--- src/rtl/spi_write_arbiter.sv ---
// spi_write_arbiter: round-robin arbiter that funnels four SPI write slaves
// into one shadow register bank, one write per IDLE/WRITE/RELEASE pass.
// Ports:
//   clk, rst      : system clock, async active-high reset
//   wr, din       : per-slave write request level and data (slave i at din[i*Nbit +: Nbit])
//   clr_err       : synchronous clear of tmo_err
//   wtreq         : per-slave wait request (0 = write accepted)
//   we/wadr/wdata : one-cycle write strobe, slave index and data
//   bank          : shadow register bank (register i at bank[i*Nbit +: Nbit])
//   busy, tmo_err : FSM not idle, sticky RELEASE timeout flag
module spi_write_arbiter #(
    parameter int              Nbit    = 8,
    parameter logic [Nbit-1:0] RST_VAL = {Nbit{1'b1}},
    parameter int              TMO     = 15
) (
    input  logic              clk,
    input  logic              rst,
    input  logic [3:0]        wr,
    input  logic [4*Nbit-1:0] din,
    input  logic              clr_err,
    output logic [3:0]        wtreq,
    output logic              we,
    output logic [1:0]        wadr,
    output logic [Nbit-1:0]   wdata,
    output logic [4*Nbit-1:0] bank,
    output logic              busy,
    output logic              tmo_err
);

    typedef enum logic [1:0] {
        IDLE    = 2'd0,
        WRITE   = 2'd1,
        RELEASE = 2'd2
    } state_t;

    state_t            state_q, state_d;
    logic [1:0]        last_q, last_d;
    logic [7:0]        cnt_q, cnt_d;
    logic              we_q, we_d;
    logic [3:0]        wtreq_q, wtreq_d;
    logic [1:0]        wadr_q, wadr_d;
    logic [Nbit-1:0]   wdata_q, wdata_d;
    logic [4*Nbit-1:0] bank_q, bank_d;
    logic              tmo_err_q, tmo_err_d;

    logic [1:0]        grant;
    logic              found;
    logic              tmo_hit;

    // Round-robin search starting just after the last granted slave.
    always_comb begin
        grant = last_q;
        found = 1'b0;
        for (int k = 1; k <= 4; k++) begin
            if (!found && wr[2'(32'(last_q) + k)]) begin
                grant = 2'(32'(last_q) + k);
                found = 1'b1;
            end
        end
    end

    // Counter holds the number of completed held RELEASE cycles, so the
    // TMO-th held cycle is the one that times out.
    assign tmo_hit = (state_q == RELEASE) && wr[last_q]
                   && (cnt_q == 8'(TMO - 1));

    // State register
    always_ff @(posedge clk or posedge rst) begin
        if (rst) state_q <= IDLE;
        else     state_q <= state_d;
    end

    // Next-state logic
    always_comb begin
        state_d = state_q;
        unique case (state_q)
            IDLE:    if (|wr) state_d = WRITE;
            WRITE:   state_d = RELEASE;
            RELEASE: if (!wr[last_q] || tmo_hit) state_d = IDLE;
            default: state_d = IDLE;
        endcase
    end

    // Output / datapath next values
    always_comb begin
        we_d      = 1'b0;
        wtreq_d   = 4'hF;
        wadr_d    = wadr_q;
        wdata_d   = wdata_q;
        bank_d    = bank_q;
        last_d    = last_q;
        cnt_d     = cnt_q;
        tmo_err_d = tmo_err_q;
        unique case (state_q)
            IDLE: begin
                if (|wr) begin
                    we_d           = 1'b1;
                    wtreq_d[grant] = 1'b0;
                    wadr_d         = grant;
                    last_d         = grant;
                    wdata_d        = din[32'(grant)*Nbit +: Nbit];
                    bank_d[32'(grant)*Nbit +: Nbit] =
                        din[32'(grant)*Nbit +: Nbit];
                end
            end
            WRITE:   cnt_d = 8'd0;
            RELEASE: if (wr[last_q]) cnt_d = cnt_q + 8'd1;
            default: ;
        endcase
        // A timeout wins over a simultaneous clear.
        if (tmo_hit)      tmo_err_d = 1'b1;
        else if (clr_err) tmo_err_d = 1'b0;
    end

    always_ff @(posedge clk or posedge rst) begin
        if (rst) begin
            we_q      <= 1'b0;
            wtreq_q   <= 4'hF;
            wadr_q    <= 2'd0;
            wdata_q   <= '0;
            bank_q    <= {4{RST_VAL}};
            last_q    <= 2'd3;
            cnt_q     <= 8'd0;
            tmo_err_q <= 1'b0;
        end else begin
            we_q      <= we_d;
            wtreq_q   <= wtreq_d;
            wadr_q    <= wadr_d;
            wdata_q   <= wdata_d;
            bank_q    <= bank_d;
            last_q    <= last_d;
            cnt_q     <= cnt_d;
            tmo_err_q <= tmo_err_d;
        end
    end

    assign we      = we_q;
    assign wtreq   = wtreq_q;
    assign wadr    = wadr_q;
    assign wdata   = wdata_q;
    assign bank    = bank_q;
    assign busy    = (state_q != IDLE);
    assign tmo_err = tmo_err_q;

endmodule

--- config.mk ---
export PLATFORM = sky130hd
export DESIGN_NAME = spi_write_arbiter
export DESIGN_NICKNAME = d
export VERILOG_FILES = /design/src/rtl/spi_write_arbiter.sv
export SDC_FILE = /design/constraint.sdc
export NUM_CORES = 1
export LEC_CHECK = 0
export CAP_MARGIN = 20
export CORE_MARGIN = 2
export CORE_UTILIZATION = 49
export DETAILED_ROUTE_END_ITERATION = 6
export DONT_BUFFER_PORTS = 1
export PLACE_DENSITY = 0.62
export SYNTH_ARGS = -nofsm -noshare
export SYNTH_HDL_FRONTEND = slang
export SYNTH_SLANG_ARGS = --single-unit
export TNS_END_PERCENT = 20
--- constraint.sdc ---
create_clock -name clk -period 3.49 [get_ports clk]
set_clock_uncertainty 0.15 [all_clocks]
set_input_delay 0.698 -clock clk [delete_from_list [all_inputs] [get_ports clk]]
set_output_delay 0.698 -clock clk [all_outputs]
set_load 0.02 [all_outputs]
Word-level counts from Yosys, hierarchy flattened
Cells that the tools add are included.
Word-level totals
  bits in registers: 60
  bits of input ports: 39
Operators by class
  add/subtract/negate cells: 6
  $lt $le $gt $ge: 7
  equal/unequal tests: 6
  shifts and indexed selects: 3
  muxes and demuxes: 31
  bitwise gates (word level): 1
  reduce and logical (&&, ||, !) cells: 19
Operator list (number)
  5-bit negation with 34-bit output: 1
  8-bit by 34-bit variable shift with 32-bit output (first input constant): 1
  8-bit by 34-bit variable part select with 32-bit output: 1
  32-bit bitwise mux: 1
  32-bit by 6-bit variable part select with 8-bit output: 1
  2-bit by 3-bit less-than comparator with 1-bit output (second input constant): 6
  8-bit case mux with 2 select lines: 1
  1-bit two-way mux: 13
  2-bit two-way mux: 6
  1-bit binary-select mux with 2-bit select: 5
  8-bit by 1-bit adder with 8-bit output (second input constant): 1
  8-bit by 4-bit equality test with 1-bit output (second input constant): 1
  4-bit two-way mux: 2
  8-bit two-way mux: 1
  1-bit logical AND: 6
  2-bit case mux with 3 select lines: 1
  2-bit AND reduction: 3
  2-bit nonzero test: 3
  2-bit by 1-bit adder with 2-bit output (second input constant): 2
  2-bit adder (second input constant): 2
  1-bit zero test: 4
  2-bit by 1-bit != test with 1-bit output (second input constant): 2
  4-bit inverter: 1
  4-bit OR reduction: 1
  7 further kinds: 7

Depth between registers and ports, before layout
Gate-level depths: netlist (run 1).
  depth after elaboration: 20
  depth in mapped cells: 9
  depth with buffers taken out: 8

Worst setup path after synthesis (run 1)
OpenSTA, ideal clock, no wires.
  path type: input port to flip-flop
  start: input port wr[2]
  end: register bank_q[1] (netlist: bank[1])
  setup time: 0.072 ns
  data arrival time: 2.572 ns
  slack: 0.696 ns
  cell stages on the path: 9
  buffers on the path: 2
  path through: or2_2 -> a21o_1 -> nand2_1 -> buf_2 -> inv_1 -> ha_1 -> or3_1 -> buf_2 -> o21ai_1
Between the ends
  longest elaborated chain between the ends: 15
  elaborated cells on any way between the ends: 28
  classes of those cells: 1 x add/sub; 3 x shift; 16 x mux; 8 x reduce/logical
RTL lines
  start, declared: line 18  | input logic [3:0] wr,
  1-bit binary-select mux with 2-bit select: line 55  | if (!found && wr[2'(32'(last_q) + k)]) begin
  1-bit two-way mux (implied by the code): line 55
  1-bit two-way mux: line 55
  1-bit zero test: line 55
  1-bit logical AND: line 55
  1-bit two-way mux: line 55
  1-bit zero test: line 55
  1-bit logical AND: line 55
  1-bit two-way mux: line 55
  1-bit zero test: line 55
  1-bit logical AND: line 55
  2-bit two-way mux (*): line 55
  via grant[1]: line 46  | logic [1:0] grant;
  32-bit by 6-bit variable part select with 8-bit output / 5-bit negation with 34-bit output (equally long branches): line 103  | din[32'(grant)*Nbit +: Nbit];
  8-bit by 34-bit variable part select with 32-bit output / 8-bit by 34-bit variable shift with 32-bit output (equally long branches): line 102  | bank_d[32'(grant)*Nbit +: Nbit] =
  32-bit bitwise mux (*): line 102
  end signal, assigned: line 121  | bank_q <= {4{RST_VAL}};
  end signal, assigned: line 130  | bank_q <= bank_d;
  end, declared: line 43  | logic [4*Nbit-1:0] bank_q, bank_d;
The timed path passes the listed nets; every way through them passes the cells marked *. The select of a mux whose other input is x is not followed.
A chain may end at the register's enable or synchronous reset.

Final worst setup path (run 1)
  start: register last_q[0]
  end: register bank_q[15] (netlist: bank[15])
Between the ends
  longest elaborated chain between the ends: 16
  elaborated cells on any way between the ends: 30
  classes of those cells: 5 x add/sub; 3 x shift; 16 x mux; 6 x reduce/logical
RTL lines
  start, declared: line 37  | logic [1:0] last_q, last_d;
  start signal, assigned: line 131  | last_q <= last_d;
  2-bit by 1-bit adder with 2-bit output: line 55, 56
  1-bit binary-select mux with 2-bit select: line 55
  1-bit two-way mux (implied by the code): line 55
  1-bit two-way mux: line 55
  1-bit zero test: line 55
  1-bit logical AND: line 55
  1-bit two-way mux: line 55
  1-bit zero test: line 55
  1-bit logical AND: line 55
  1-bit two-way mux: line 55
  1-bit zero test: line 55
  1-bit logical AND: line 55
  2-bit two-way mux (*): line 55
  32-bit by 6-bit variable part select with 8-bit output / 5-bit negation with 34-bit output (equally long branches): line 103
  8-bit by 34-bit variable part select with 32-bit output / 8-bit by 34-bit variable shift with 32-bit output (equally long branches): line 102
  32-bit bitwise mux (*): line 102
Every way passes the cells marked *; elsewhere a longest branch is shown, timed or not. The select of a mux whose other input is x is not followed.

==> flow_summary_export.csv, run 1 <==
group,metric,value,unit
cells_and_area,final_cell_count_no_fill,366,
setup_path,critical_path.endpoint_type,"flip-flop",
global_routing,globalRouteTotalUtil,22.9,%
yosys,synth_edf_count,0,
sta,unrepaired_setup_endpoints_after_global_routing,"no",
sta,final.setup.tns,0,ns
detailed_routing,dr_total_vias,2107,
sta,timing.final.crit_share,77.6,%
sta,tightestPinTransition,0.870,ns
die,io_pins,88,
sta,maxSlewHeadroom,41.9,%
yosys,ys_ff_latch,60,
cells_and_area,drive_above_1_share,22.1,%
placed_design,placement.io_buffers,0,
yosys,synth-seq-area-share,55.6,%
global_routing,grt_antenna_before_repair,0,
pwr,ir_drop_worst_vdd,0.000462,V
die,die_w,79.4,µm
cells_and_area,inserted_diodes,0,
setup_path,worst_path_largest_cell_delay,0.58,ns
outcome,status,"completed",
pwr,p_leak,1.25,nW
die,num_rows,27,
detailed_routing,drc,0,
clock_network,clock_sinks,60,
setup_path,critical_path.max_fanout,8,
detailed_routing,detail_route.iter0.violations,128,
yosys,synth.yosys.warnings,0,
setup_path,worstSetupPathType,"reg2reg",
clock_network,clock_root_buffer,"sky130_fd_sc_hd__clkbuf_8",
placed_design,detailedPlace.worstSlack,0.501,ns
pwr,power,3.13,mW
yosys,synth_top_area_cell,"sky130_fd_sc_hd__dfstp_2",
global_routing,top_usage_layer,"met2",
yosys,synth.net_count,329,
sta,finalWorstPathRequiredPeriod,2.71,ns
detailed_routing,drt-wirelength-per-cell,18.2,µm
global_routing,grt_pass1_wl,10.9,mm
cells_and_area,number_of_inserted_filler_cells_in_the_final_layout,507,
sta,final.setup.worst_slack,0.781,ns
cells_and_area,layout.cells.most_common,"sky130_fd_sc_hd__nand2_1",
detailed_routing,detail_route.wirelength,6.65,mm
clock_network,cts_max_level,3,
yosys,syn-instance-count,284,
yosys,ys_top_cells_by_area,"sky130_fd_sc_hd__dfstp_2 (36%), sky130_fd_sc_hd__dfrtp_1 (20%), sky130_fd_sc_hd__nand2_1 (6.9%)",
detailed_routing,drtPass1Iterations,4,
setup_path,worst_path_max_delay_cell,"sky130_fd_sc_hd__dfstp_2",
setup_path,worstPathCellList,"nand2b_1 -> o21ai_1 -> a221oi_2 -> inv_2 -> ha_1 -> nor3b_1 -> nand3_1 -> o21ai_0",
sta,clock.fmax,369,MHz
die,dieArea,6310,µm²
clock_network,clockBufferDepth,2,
clock_network,hold_buffers,0,
setup_path,worstSetupStartpointType,"flip-flop",
clock_network,post_cts.repair.setup_buffers,0,
flow_run,drv.max_cap_violation_count,0,
global_routing,met1_usage,32.5,%
sta,finalSetupViolations,0,
cells_and_area,final_util,55.1,%
die,coreArea,5510,µm²
cells_and_area,most-common-layout-cells,"sky130_fd_sc_hd__nand2_1 (51), sky130_fd_sc_hd__dfstp_2 (38), sky130_fd_sc_hd__o21ai_0 (31)",
yosys,synth_top_area_share,35.8,%
cells_and_area,flow.area_growth_from_synthesis,8.93,%
cells_and_area,final_net_count,334,
die,die_height,79.4,µm
yosys,synthFlopType,"sky130_fd_sc_hd__dfstp_2",
yosys,ys_types,36,
sta,finalHoldViolCount,0,
global_routing,global_route.usage.met2,32.6,%
pwr,powerDensity,1030,nW/µm²
yosys,synth.cell_area,2790,µm²
min_path,hold_path.class,"in2async",
global_routing,gr-usage-met3,8.71,%
setup_path,worstPathArrival,2.81,ns
placed_design,placed_cells_incl_taps,350,
clock_network,clk_pin_slew_worst_paths,0.07,ns
global_routing,grt_pass1_vias,2074,
placed_design,gp_routability_congestion,0.805,
clock_network,cts_repair_resize_count,0,
yosys,postSynthAreaPerCell,9.82,µm²
clock_network,clkLatencyLatePin,0.33,ns
global_routing,grt_overflow,0,
yosys,postSynth.asyncResetShare,100,%
setup_path,critical_path_required,3.59,ns
placed_design,dp_hpwl,4.72,mm
global_routing,largest_net_degree_at_the_start_of_global_routing,44,
clock_network,cts-buffers-inserted,9,
detailed_routing,final_antenna_net_count,0,
clock_network,cts_tree,"yes",
die,start_util,50.6,%
sta,slew_violations,0,
detailed_routing,avgViaCountPerCell,5.76,
-- cell usage after synthesis, types with 2 or more instances --
cell / number
sky130_fd_sc_hd__a211oi_1: 16
sky130_fd_sc_hd__dfrtp_1: 22
sky130_fd_sc_hd__and2_1: 2
sky130_fd_sc_hd__o21ai_1: 9
sky130_fd_sc_hd__nand2b_1: 4
sky130_fd_sc_hd__a21oi_1: 21
sky130_fd_sc_hd__inv_2: 2
sky130_fd_sc_hd__nand2_1: 51
sky130_fd_sc_hd__nor2_1: 9
sky130_fd_sc_hd__o31ai_1: 10
sky130_fd_sc_hd__mux2i_1: 2
sky130_fd_sc_hd__inv_1: 7
sky130_fd_sc_hd__clkbuf_1: 6
sky130_fd_sc_hd__ha_1: 6
sky130_fd_sc_hd__o21ai_0: 31
sky130_fd_sc_hd__a21o_1: 2
sky130_fd_sc_hd__nand3_1: 6
sky130_fd_sc_hd__nor2b_1: 2
sky130_fd_sc_hd__and3_1: 17
sky130_fd_sc_hd__buf_2: 5
sky130_fd_sc_hd__dfstp_2: 38
sky130_fd_sc_hd__xnor2_1: 2
-- cell type report --
type,count,area [µm²],share of cell area (%)
Multi-Input combinational cell,204,1160,38.1
Inverter,9,33.8,1.11
Timing Repair Buffer,5,37.5,1.24
Clock buffer,11,141,4.66
Tap cell,72,90.1,2.97
Sequential cell,60,1550,51.0
Clock inverter,5,27.5,0.906
-- critical path, delay by kind of cell, from the launching register on --
kind	cells	cell delay [ns]
and+or+nand+nor	3	0.71
DFF	1	0.58
adders and majority gates	1	0.31
AOI/OAI and AO/OA	3	0.80
buffers and inverters	1	0.07
-- per-layer routing --
metal	vias up	routed length [µm]
li1	1018	-
met1	1011	3080
met2	74	2980
met3	4	542
met4	0	42
met5	-	0
-- final timing paths --
check	depth (start not counted)	from	slack, ns	to
min reg2reg	1	cnt_q[3]	0.33	cnt_q[3]
max	8	last_q[0]	0.78	bank[15]
max reg2reg	8	last_q[0]	0.78	bank[15]
min in group clk	1	clr_err	0.32	tmo_err
min	1	rst	0.28	tmo_err
max in group asynchronous	2	rst	2.09	bank[12]
-- report_power, final --
part | switching (mW) | internal (mW)
Clock | 0.271 | 0.272
Sequential | 0.489 | 1.11
Combinational | 0.651 | 0.336
Total | 1.41 | 1.72
-- sequential cells by signal, indices dropped and copies added (netlist names) --
register and flops:
bank 32, cnt_q 8, last_q 2, state_q 2, tmo_err 1, wadr 2
wdata 8, we 1, wtreq 4
-- per-stage QoR --
step,hold slack [ns],instance area (µm²)
floorplan,0.288,2790
global placement,0.315,2870
detailed placement,0.312,2870
CTS,0.302,3040
global route,0.301,3040
finish,0.278,3040
-- cells by family after synthesis --
family,Yosys count,synth area share [%]
buf+inv,20,2.92
fa+ha+maj,6,2.69
compound gates,92,19.5
flops,60,55.6
simple gates,101,17.1
xor+xnor,2,0.628
mux,3,1.53
Note: power is estimated with default switching activity, not from simulation.
==> run 2, diff against run 1 <==
==> constraint.sdc (replaced) <==
create_clock -name clk -period 2.7 [get_ports clk]
set_clock_uncertainty 0.15 [all_clocks]
set_input_delay 0.54 -clock clk [delete_from_list [all_inputs] [get_ports clk]]
set_output_delay 0.54 -clock clk [all_outputs]
set_load 0.02 [all_outputs]
==> flow_summary_export.csv, run 2 (synthesis results as in run 1) <==
group,metric,value,unit
pwr,netSwitchingFraction,44.5,%
global_routing,grt_overflow,0,
setup_path,critical_path_required,2.82,ns
cells_and_area,flow.area_growth_from_synthesis,11.6,%
cells_and_area,inserted_diodes,0,
die,coreArea,5510,µm²
flow_run,drv.max_cap_violation_count,0,
setup_path,r2r_slack,0.21,ns
global_routing,largest_net_degree_at_the_start_of_global_routing,36,
setup_path,worstSetupPathType,"reg2reg",
setup_path,critical_path.endpoint_type,"flip-flop",
setup_path,worstPathArrival,2.61,ns
sta,maxSlewHeadroom,59.5,%
cells_and_area,final_net_count,337,
cells_and_area,largest_register_ff_count,32,
cells_and_area,final_util,56.5,%
sta,slew_violations,0,
global_routing,grt_pass1_wl,11.0,mm
sta,finalSetupViolations,0,
pwr,power.switching,1.87,mW
detailed_routing,detail_route.iter0.violations,77,
placed_design,place_area,2900,µm²
die,io_pins,88,
clock_network,clock_sinks,60,
detailed_routing,avgViaCountPerCell,5.63,
clock_network,clk_pin_slew_worst_paths,0.07,ns
cells_and_area,number_of_inserted_filler_cells_in_the_final_layout,509,
setup_path,worstSetupStartpointType,"flip-flop",
min_path,hold_path.class,"in2async",
sta,final.setup.tns,0,ns
clock_network,clock_root_buffer,"sky130_fd_sc_hd__clkbuf_8",
pwr,power,4.19,mW
clock_network,hold_buffers,0,
clock_network,clockBufferDepth,2,
pwr,power.share.sequential,49.2,%
detailed_routing,final_antenna_net_count,0,
global_routing,grt_pass1_vias,2104,
placed_design,placement.io_buffers,0,
die,die_w,79.4,µm
sta,clock.fmax,401,MHz
setup_path,crit-reg2reg-launch,"last_q[0]",
clock_network,cts-buffers-inserted,9,
detailed_routing,drt-wirelength-per-cell,18.2,µm
global_routing,grt_antenna_before_repair,0,
detailed_routing,drc,0,
sta,finalWorstPathRequiredPeriod,2.49,ns
die,num_rows,27,
clock_network,cts_max_level,3,
sta,timing.final.crit_share,92.3,%
pwr,clock_power_share,19.4,%
die,dieArea,6310,µm²
pwr,ir_drop_worst_vdd,0.000562,V
placed_design,dp_hpwl,4.87,mm
cells_and_area,drive_above_1_share,23.9,%
cells_and_area,most-common-layout-cells,"sky130_fd_sc_hd__nand2_1 (51), sky130_fd_sc_hd__dfstp_2 (38), sky130_fd_sc_hd__o21ai_0 (31)",
pwr,p_int,2.33,mW
pwr,pwr-share-comb,31.4,%
placed_design,placed_cells_incl_taps,353,
cells_and_area,post-route-cell-area,3110,µm²
detailed_routing,detail_route.wirelength,6.73,mm
cells_and_area,layout.cells.most_common,"sky130_fd_sc_hd__nand2_1",
clock_network,cts_tree,"yes",
setup_path,critical_path.max_fanout,13,
pwr,powerDensity,1350,nW/µm²
setup_path,reg2regPathDepth,8,
global_routing,globalRouteTotalUtil,23.1,%
cells_and_area,final_cell_count_no_fill,369,
sta,finalHoldViolCount,0,
pwr,p_leak,1.28,nW
sta,tightestPinTransition,0.606,ns
sta,unrepaired_setup_endpoints_after_global_routing,"yes",
placed_design,gp_routability_congestion,0.777,
clock_network,clkLatencyLatePin,0.33,ns
detailed_routing,dr_total_vias,2078,
outcome,status,"completed",
detailed_routing,drtPass1Iterations,4,
die,die_height,79.4,µm
die,start_util,50.6,%
setup_path,regToRegEndpoint,"bank[3]",
## run 2: layer usage
metal	part of all wire [%]	vias to the layer above	wire length (µm)	global-route usage (%)
met1	45	980	3040	31.0
li1	-	1026	-	-
met4	1.4	0	91	5.86
met2	45	64	3060	34.4
met5	0	-	0	0
met3	8.1	8	544	10.2
## run 2: power groups by stage
stage	registers (mW)	clock network, mW	logic, mW
2_1_floorplan	1.99	0	0.986
3_3_place_gp	2.08	0	1.27
3_5_place_dp	2.09	0	1.30
4_1_cts	2.08	0.833	1.30
5_1_grt	2.12	0.869	1.51
6_report	2.06	0.815	1.32
## run 2: timing repair
item	CTS	global route
setup buffers	0	0
resized for setup	0	2
endpoints found under the setup margin	0	17
## run 2: stage by stage
stage               setup WS (ns)  hold slack (ns)
floorplan                  0.0640            0.288
global placement            0.179            0.312
detailed placement         0.0925            0.317
CTS                         0.134          0.00580
global route              -0.0413           0.0277
finish                      0.207          0.00873
## run 2: worst max-delay path by stage
stage          slack (ns)        to  cells past startpoint       from
4_1_cts              0.13  bank[11]                      8  last_q[0]
3_3_place_gp         0.18  bank[25]                      8      wr[2]
3_5_place_dp         0.09  bank[12]                      8      wr[2]
6_report             0.21   bank[3]                      8  last_q[0]
5_1_grt             -0.04  bank[28]                      8  last_q[0]
2_1_floorplan        0.06   bank[1]                      9      wr[2]
## run 2: area by class of cell
type	count	area, µm²	area share, %
sequential	60	1550	49.8
clock buffer	9	124	3.98
inverter	9	33.8	1.09
timing repair buffer	8	72.6	2.33
tap	72	90.1	2.90
clock inverter	7	75.1	2.41
multi-input combinational	204	1170	37.5
## run 2: worst max-delay path, stage by stage, from the launching register on
cell                       delay, ns
sky130_fd_sc_hd__dfstp_2        0.58
sky130_fd_sc_hd__nand2b_1       0.13
sky130_fd_sc_hd__o21ai_1        0.08
sky130_fd_sc_hd__a221oi_2       0.28
sky130_fd_sc_hd__buf_4          0.25
sky130_fd_sc_hd__ha_1           0.25
sky130_fd_sc_hd__nand2_2        0.06
sky130_fd_sc_hd__or3_1          0.45
sky130_fd_sc_hd__o21ai_1        0.18
==> run 3, diff against run 2 <==
--- a/config.mk
+++ b/config.mk
@@ -7,10 +7,9 @@
 export LEC_CHECK = 0
 export CAP_MARGIN = 20
 export CORE_MARGIN = 2
-export CORE_UTILIZATION = 49
+export CORE_UTILIZATION = 46
 export DETAILED_ROUTE_END_ITERATION = 6
-export DONT_BUFFER_PORTS = 1
-export PLACE_DENSITY = 0.62
+export PLACE_DENSITY = 0.77
 export SYNTH_ARGS = -nofsm -noshare
 export SYNTH_HDL_FRONTEND = slang
 export SYNTH_SLANG_ARGS = --single-unit
==> flow_summary_export.csv, run 3 (synthesis results as in run 1) <==
group,metric,value,unit
outcome,status,"completed",
detailed_routing,drt-wirelength-per-cell,16.1,µm
pwr,powerDensity,1200,nW/µm²
cells_and_area,final_net_count,435,
cells_and_area,number_of_inserted_filler_cells_in_the_final_layout,473,
pwr,p_leak,1.65,nW
cells_and_area,post-route-cell-area,4050,µm²
global_routing,largest_net_degree_at_the_start_of_global_routing,36,
sta,clock.fmax,383,MHz
flow_run,drv.max_cap_violation_count,0,
global_routing,grt_antenna_before_repair,0,
min_path,min_path_cells,2,
detailed_routing,drtPass1Iterations,4,
die,coreArea,5890,µm²
clock_network,cts_repair_resize_count,0,
setup_path,regToRegEndpoint,"bank[0]",
die,io_pins,88,
setup_path,worst_path_largest_cell_delay,0.47,ns
clock_network,cts_max_level,3,
setup_path,cpMostUsedCell,"sky130_fd_sc_hd__buf_4",
detailed_routing,dr_total_vias,2574,
global_routing,grt_pass1_wl,11.6,mm
cells_and_area,layout.cells.most_common,"sky130_fd_sc_hd__clkdlybuf4s50_1",
clock_network,clockBufferDepth,2,
setup_path,worstSetupPathType,"in2reg",
setup_path,critical_path.max_fanout,8,
cells_and_area,area.sequential,1550,µm²
detailed_routing,avgViaCountPerCell,5.48,
cells_and_area,largest_register_ff_count,32,
global_routing,globalRouteTotalUtil,23.6,%
setup_path,crit-reg2reg-launch,"last_q[0]",
detailed_routing,detail_route.wirelength,7.57,mm
global_routing,grt_pass1_vias,2415,
setup_path,buffers_and_inverters_on_the_worst_path,3,
clock_network,post_cts.repair.setup_buffers,0,
detailed_routing,detail_route.iter0.violations,159,
sta,timing.final.crit_share,96.7,%
cells_and_area,most-common-layout-cells,"sky130_fd_sc_hd__clkdlybuf4s50_1 (87), sky130_fd_sc_hd__nand2_1 (51), sky130_fd_sc_hd__dfstp_2 (38)",
detailed_routing,final_antenna_net_count,0,
setup_path,critical_path_required,2.82,ns
sta,tightestPinTransition,0.566,ns
setup_path,worstPathCellList,"clkdlybuf4s50_1 -> buf_4 -> nand2b_1 -> a21oi_1 -> a221oi_2 -> buf_4 -> ha_1 -> nand2_2 -> or3_1 -> o21ai_1",
setup_path,worstPathArrival,2.73,ns
pwr,netSwitchingFraction,41.0,%
setup_path,worstSetupStartpointType,"primary input",
pwr,p_int,2.86,mW
die,die_height,81.8,µm
min_path,hold_path.class,"reg2reg",
sta,finalWorstPathRequiredPeriod,2.61,ns
placed_design,placement.io_buffers,87,
die,dieArea,6700,µm²
clock_network,clk_pin_slew_worst_paths,0.06,ns
setup_path,r2r_slack,0.19,ns
global_routing,grt_overflow,0,
clock_network,cts_tree,"yes",
detailed_routing,detailroute.wirelength.met3,488,µm
cells_and_area,multi_input_comb_area,1170,µm²
placed_design,dp_hpwl,5.51,mm
pwr,ir_drop_worst_vdd,0.000643,V
detailed_routing,highest_layer,"met4",
detailed_routing,routed-wl-met2,3.67,mm
min_path,hp_start,"bank[3]",
sta,slew_violations,0,
sta,finalHoldViolCount,0,
cells_and_area,final_util,68.7,%
setup_path,cpLargestDelayFamily,"buffers and inverters",
placed_design,gp_routability_congestion,0.841,
cells_and_area,drive_above_1_share,20.8,%
pwr,power.share.sequential,33.9,%
min_path,min_to,"bank[3]",
detailed_routing,wirelength_met1,3.28,mm
detailed_routing,drc,0,
cells_and_area,inserted_diodes,0,
sta,finalSetupViolations,0,
setup_path,worst_path_max_delay_cell,"sky130_fd_sc_hd__or3_1",
pwr,power.switching,1.99,mW
sta,maxSlewHeadroom,62.2,%
die,start_util,47.4,%
placed_design,place_area,3860,µm²
setup_path,critical_path.endpoint_type,"flip-flop",
pwr,clock_power_share,14.8,%
die,num_rows,28,
cells_and_area,flow.area_growth_from_synthesis,45.1,%
clock_network,clock_root_buffer,"sky130_fd_sc_hd__clkbuf_8",
clock_network,cts-buffers-inserted,9,
pwr,pwr-share-comb,51.3,%
clock_network,clock_sinks,60,
die,die_w,81.8,µm
clock_network,hold_buffers,0,
clock_network,clkLatencyLatePin,0.35,ns
setup_path,reg2regPathDepth,8,
sta,unrepaired_setup_endpoints_after_global_routing,"yes",
run 3: cell types whose count changed in the layout (fill, tap and decap cells not counted):
cell                              before  now
sky130_fd_sc_hd__nor4b_1               1    0
sky130_fd_sc_hd__clkinv_2              1    4
sky130_fd_sc_hd__buf_4                 7   18
sky130_fd_sc_hd__clkbuf_1              0    1
sky130_fd_sc_hd__inv_4                 1    0
sky130_fd_sc_hd__clkdlybuf4s50_1       0   87
sky130_fd_sc_hd__clkbuf_8              9   10
sky130_fd_sc_hd__inv_6                 1    0
sky130_fd_sc_hd__nor4b_2               0    1
sky130_fd_sc_hd__bufinv_16             1    0
sky130_fd_sc_hd__clkinv_4              2    0
run 3: power by group through the flow:
stage               clock (mW)  sequential, mW  combinational (mW)
floorplan                    0            1.99               0.986
global placement             0            1.64                2.40
detailed placement           0            1.65                2.46
CTS                      0.719            1.65                2.47
global route             0.760            1.69                2.70
finish                   0.716            1.65                2.49
run 3: worst max-delay path by stage:
stage,from,cells past startpoint,to,slack [ns]
floorplan,wr[2],9,bank[1],0.06
global placement,wr[2],9,bank[15],-0.26
detailed placement,wr[3],9,bank[14],-0.34
CTS,wr[3],9,bank[12],0.02
global route,wr[3],10,bank[31],-0.05
finish,wr[3],10,bank[0],0.09
run 3: area by class of cell:
type | instances | share of cell area, %
sequential | 60 | 38.3
tap | 75 | 2.32
inverter | 9 | 0.835
multi-input combinational | 204 | 29.0
clock buffer | 11 | 3.50
timing repair buffer | 106 | 25.4
clock inverter | 5 | 0.680
run 3: tightest hold or removal path: stages, from the launching register on:
cell and delay, ns:
sky130_fd_sc_hd__dfstp_2 0.37, sky130_fd_sc_hd__nand2_1 0.04, sky130_fd_sc_hd__o21ai_1 0.05
run 3: routing by layer:
metal / vias to the layer above / global-route usage (%)
li1: 1224 / -
met1: 1234 / 30.5
met2: 101 / 38.3
met3: 15 / 5.16
met4: 0 / 10.2
met5: - / 0
run 3: through the flow:
stage | hold slack, ns | total power, mW | setup WS, ns | setup TNS (ns) | cells
CTS | 0.314 | 4.83 | 0.0202 | 0 | 470
detailed placement | 0.305 | 4.11 | -0.343 | -7.69 | 454
global placement | 0.305 | 4.04 | -0.256 | -5.72 | 454
finish | 0.313 | 4.85 | 0.0889 | 0 | 470
global route | 0.334 | 5.15 | -0.0487 | -0.182 | 470
floorplan | 0.288 | 2.98 | 0.0640 | 0 | 284
